<file path="config.mk">
export PLATFORM = sky130hd
export DESIGN_NAME = fwd_hazard_unit
export DESIGN_NICKNAME = d
export VERILOG_FILES = /design/src/rtl/cpu_types_pkg.sv /design/src/rtl/fwd_match.sv /design/src/rtl/fwd_hazard_unit.sv
export SDC_FILE = /design/constraint.sdc
export NUM_CORES = 1
export LEC_CHECK = 0
export CORE_MARGIN = 1.5
export CORE_UTILIZATION = 25
export CTS_CLUSTER_DIAMETER = 80
export DETAILED_ROUTE_END_ITERATION = 8
export PLACE_DENSITY_LB_ADDON = 0.2
export SETUP_SLACK_MARGIN = 0.02
export SLEW_MARGIN = 20
export SYNTH_ARGS = -nofsm -noshare
export SYNTH_HDL_FRONTEND = slang
export SYNTH_HIERARCHICAL = 1
export SYNTH_SLANG_ARGS = --single-unit
</file>
<file path="constraint.sdc">
create_clock -name CLK -period 4.9 [get_ports CLK]
set_clock_uncertainty 0.05 [all_clocks]
set_input_delay 0.98 -clock CLK [delete_from_list [all_inputs] [get_ports CLK]]
set_output_delay 0.98 -clock CLK [all_outputs]
set_load 0.02 [all_outputs]
</file>
<file path="src/rtl/cpu_types_pkg.sv">
// -----------------------------------------------------------------------------
// cpu_types_pkg
// Shared types for the MIPS pipeline. Holds the register-number type, the
// tracked-producer record used by the forwarding/hazard unit, and the forward
// select value that means "read from the register file".
// -----------------------------------------------------------------------------
package cpu_types_pkg;

   localparam int REG_W = 5;

   typedef logic [REG_W-1:0] regbits_t;

   // One in-flight register writer as seen by the forwarding unit.
   typedef struct packed {
      logic     valid;
      regbits_t rd;
      logic     load;
   } fwd_entry_t;

   // Forward select value meaning "no forwarding, use register file data".
   localparam int FWD_RF = 0;

endpackage

</file>
<file path="src/rtl/fwd_match.sv">
// -----------------------------------------------------------------------------
// fwd_match
// Combinational priority search of one source operand over the tracked
// producer entries. Reports whether any entry matches, the index of the
// youngest (lowest-index) match, and whether that entry's data is ready.
//   entries_i  : tracked producers, entry 0 youngest
//   src_reg_i  : source register number
//   src_used_i : operand is actually read
//   hit_o      : some entry matches
//   idx_o      : index of youngest matching entry
//   ready_o    : youngest match can be forwarded now
// -----------------------------------------------------------------------------
module fwd_match
   import cpu_types_pkg::*;
#(
   parameter  int NSTAGES    = 3,
   parameter  int LOAD_READY = 1,
   localparam int IDXW       = (NSTAGES > 1) ? $clog2(NSTAGES) : 1
) (
   input  fwd_entry_t [NSTAGES-1:0] entries_i,
   input  regbits_t                 src_reg_i,
   input  logic                     src_used_i,
   output logic                     hit_o,
   output logic [IDXW-1:0]          idx_o,
   output logic                     ready_o
);

   // Walk from oldest to youngest so the last match written is the youngest.
   always_comb begin
      // NOTE: every output gets a default before the loop; a path that leaves
      // one unassigned would infer a latch.
      hit_o   = 1'b0;
      idx_o   = '0;
      ready_o = 1'b0;
      for (int k = NSTAGES - 1; k >= 0; k--) begin
         if (src_used_i && entries_i[k].valid &&
             entries_i[k].rd == src_reg_i && entries_i[k].rd != '0) begin
            hit_o   = 1'b1;
            idx_o   = IDXW'(k);
            ready_o = !entries_i[k].load || (k >= LOAD_READY);
         end
      end
   end

endmodule

</file>
<file path="src/rtl/fwd_hazard_unit.sv">
// -----------------------------------------------------------------------------
// fwd_hazard_unit
// Forwarding and load-use hazard unit. Keeps a shift register of the last
// NSTAGES register writers that entered EX and, for each source operand of
// the instruction in decode, selects a forwarding entry or requests a stall
// when the youngest matching producer is a load whose data is not yet out.
//   CLK, RST          : clock, asynchronous active-high reset
//   issue_*           : instruction in decode trying to enter EX
//   src_reg, src_used : its source registers and which ones are read
//   hold              : global freeze, all state holds
//   flush             : branch flush, the issuing instruction is dropped
//   fwd_sel           : per-source select, 0 = register file, k = entry k-1
//   stall             : hold decode, bubble into EX
//   stall_cnt         : saturating count of stalled, non-held cycles
// -----------------------------------------------------------------------------
module fwd_hazard_unit
   import cpu_types_pkg::*;
#(
   parameter  int NSTAGES    = 3,
   parameter  int NSRC       = 2,
   parameter  int LOAD_READY = 1,
   parameter  int CNTW       = 32,
   localparam int FSELW      = $clog2(NSTAGES + 1)
) (
   input  logic                       CLK,
   input  logic                       RST,
   input  logic                       issue_valid,
   input  logic                       issue_wen,
   input  regbits_t                   issue_rd,
   input  logic                       issue_load,
   input  regbits_t [NSRC-1:0]        src_reg,
   input  logic     [NSRC-1:0]        src_used,
   input  logic                       hold,
   input  logic                       flush,
   output logic [NSRC-1:0][FSELW-1:0] fwd_sel,
   output logic                       stall,
   output logic [CNTW-1:0]            stall_cnt
);

   localparam int IDXW = (NSTAGES > 1) ? $clog2(NSTAGES) : 1;

   fwd_entry_t [NSTAGES-1:0] entries_q, entries_d;
   logic [CNTW-1:0]          stall_cnt_q, stall_cnt_d;

   logic [NSRC-1:0]            hit, ready, need_stall;
   logic [NSRC-1:0][IDXW-1:0]  idx;

   for (genvar s = 0; s < NSRC; s++) begin : g_src
      fwd_match #(
         .NSTAGES    (NSTAGES),
         .LOAD_READY (LOAD_READY)
      ) u_match (
         .entries_i  (entries_q),
         .src_reg_i  (src_reg[s]),
         .src_used_i (src_used[s]),
         .hit_o      (hit[s]),
         .idx_o      (idx[s]),
         .ready_o    (ready[s])
      );

      // A not-ready youngest match forces the register file path; an older
      // ready match would carry stale data and is deliberately ignored.
      assign fwd_sel[s]    = (hit[s] && ready[s]) ? FSELW'(idx[s]) + FSELW'(1)
                                                  : FSELW'(FWD_RF);
      assign need_stall[s] = hit[s] && !ready[s];
   end

   // Flush wins over stall: the consumer is being discarded anyway.
   assign stall     = issue_valid && !flush && |need_stall;
   assign stall_cnt = stall_cnt_q;

   always_comb begin
      entries_d   = entries_q;
      stall_cnt_d = stall_cnt_q;
      if (!hold) begin
         for (int k = NSTAGES - 1; k > 0; k--) begin
            entries_d[k] = entries_q[k-1];
         end
         entries_d[0].valid = issue_valid && issue_wen && !stall && !flush;
         entries_d[0].rd    = issue_rd;
         entries_d[0].load  = issue_load;
         if (stall && stall_cnt_q != '1) begin
            stall_cnt_d = stall_cnt_q + CNTW'(1);
         end
      end
   end

   // NOTE: state registers use non-blocking assignments so every flop samples
   // its pre-edge value; the entries are flops, not RAM, and are all reset so
   // the valid bits are defined from the first cycle.
   always_ff @(posedge CLK or posedge RST) begin
      if (RST) begin
         entries_q   <= '0;
         stall_cnt_q <= '0;
      end else begin
         entries_q   <= entries_d;
         stall_cnt_q <= stall_cnt_d;
      end
   end

endmodule

</file>
==> reports/metrics.yaml <==
setup_path:
  path_max_fanout: 4
  worstReg2RegStart: "entries_q[9]"
  start_kind: "input pin"
  reg2reg_to: "stall_cnt[28]"
  cp.arrival_ns: 3.61
  ff2ff_setup_slack_ns: 1.97
  cp.required_ns: 3.87
  worstSetupPathType: "in2out"
  worstRegToRegCells: 9
  end_kind: "output pin"
power_and_ir_drop:
  clockPowerShare: 0.366
  p_sw_frac: 0.248
  p_int_uw: 711
  p_seq_frac: 0.510
  power.total_uw: 945
  p_sw_uw: 235
  p_leak_uw: 0.00152
  power.share.combinational: 0.125
  power_per_cell_area_mw_per_mm2: 247
  irDropWorstVdd_mv: 0.160
cells_and_area:
  nFillCells: 1174
  design_area_sq_mm: 0.00382
  multi_input_area_sq_mm: 0.00158
  regArea_sq_mm: 0.00128
  syn2layout_area_growth_pct: 31.6
  drive_gt1_frac: 0.140
  num_antenna_cells: 0
  nNetsFinal: 361
sta:
  hold_violations: 0
  relSlewSlack: 0.551
  fmax_ghz: 0.215
  setup_viol: 0
  tns_ns: 0
  rsz0062_at_grt: "false"
  tightest_slew_ns: 0.673
  fin_crit_ns: 4.64
  maxSlewViolCount: 0
  period_share: 0.947
clock_network:
  cts.path.max_buffers: 2
  postCtsSetupBuffers: 0
  numCtsBuffers: 5
  h-tree-depth: 2
  cts.sinks: 51
  hold_buffers: 0
  clock_latency_ns: 0.29
  tritoncts: "built"
  post_cts_resized: 0
  cts_root_buffer: "clkbuf_16"
  clk_pin_slew_ns: 0.07
grt:
  grt_pass1_wl_microns: 11900
  grt_pass1_vias: 2310
  grt_overflow: 0
  grt_max_degree: 52
  antenna_found_initial: 0
  grt_usage: 0.117
die:
  coreArea_sq_mm: 0.0114
  die-area_sq_mm: 0.0123
  io_pins: 61
  die_h_microns: 111
  start_util: 0.255
  row_count: 39
  die_w_microns: 111
placement:
  port_buffers: 60
  dpl-instance-area_sq_mm: 0.00367
  dp_hpwl_microns: 5140
  place.gp.congestion: 0.802
detailed_routing:
  via_per_inst: 4.75
  drc: 0
  ant_nets: 0
  avgRoutedWirePerCell_microns: 14.8
  vias: 2273
  drt-total-wl_microns: 7100
  drt-initial-drc-count: 47
  first_pass_iters: 4
logic_synthesis:
  syn_area_sq_mm: 0.00290
  yosys_warnings: 6
  syn_inst: 270
  synth_nets: 295
  synth.avg_cell_area_sq_um: 10.8
hold_path:
  worstHoldPathCells: 1
  min_from: "stall_cnt[10]"
  min_to: "stall_cnt[10]"
  worstHoldPathType: "reg2reg"
job:
  drv_cap: 0
run_status:
  status: "finished, final reports clean"
==> cell type report <==
class,instances,area share
multi-input cells,211,0.414
flip-flops and latches,51,0.334
repair buffers,63,0.163
well taps,143,0.0469
clock buffers,6,0.0364
inverters,4,0.00393
clock inverters,1,0.00131
==> per-stage QoR <==
stage,hold WS [ns],cells,utilization,setup WS [ns]
6_report,0.463,479,0.336,0.259
2_1_floorplan,0.436,270,-,1.34
3_3_place_gp,0.440,472,0.323,0.304
4_1_cts,0.462,479,0.336,0.262
5_1_grt,0.480,479,0.336,0.0692
3_5_place_dp,0.444,472,0.323,0.293
==> layer usage <==
metal  share of wire  vias up  track usage
met5               0        -            0
met2            0.48       46        0.198
met4          0.0086        0       0.0231
met3           0.046        6       0.0295
li1                -     1114            -
met1            0.47     1107        0.153
==> state kept, by name (all words and copies together), names as in the netlist <==
register,cells
entries_q,19
stall_cnt,32
==> power groups by stage <==
stage	sequential [uW]	combinational (uW)	clock [uW]
finish	482	118	345
global route	487	129	379
CTS	482	120	361
detailed placement	490	119	0
global placement	491	117	0
floorplan	480	75.6	0
==> how the worst max path moves through the flow <==
stage          startpoint  endpoint  slack, ns  cells after the start
2_1_floorplan  src_reg[1]     stall       1.34                      7
3_3_place_gp   src_reg[1]     stall       0.30                      9
3_5_place_dp   src_reg[6]     stall       0.29                      9
4_1_cts        src_reg[6]     stall       0.26                      9
5_1_grt        src_reg[1]     stall       0.07                      9
6_report       src_reg[6]     stall       0.26                      9
==> worst max-delay path, cell delays in order <==
cell and delay [ns]:
clkdlybuf4s50_1 0.61, xnor2_1 0.15, o2111ai_1 0.19, or3_1 0.41, nand3_1 0.12, nor2b_1 0.23, nor2_1 0.10, nor3b_1 0.19
clkdlybuf4s50_1 0.63
==> layout by cell type (no fill, tap or decap), types with 9 or more instances in the layout <==
master,n
clkdlybuf4s50_1,60
dfrtp_1,51
mux2_2,20
nand2_1,16
nand3_1,17
nand4_1,13
nor2_1,15
nor3_1,9
xnor2_1,38
xor2_1,16
Power figures use the tool's default switching activity.
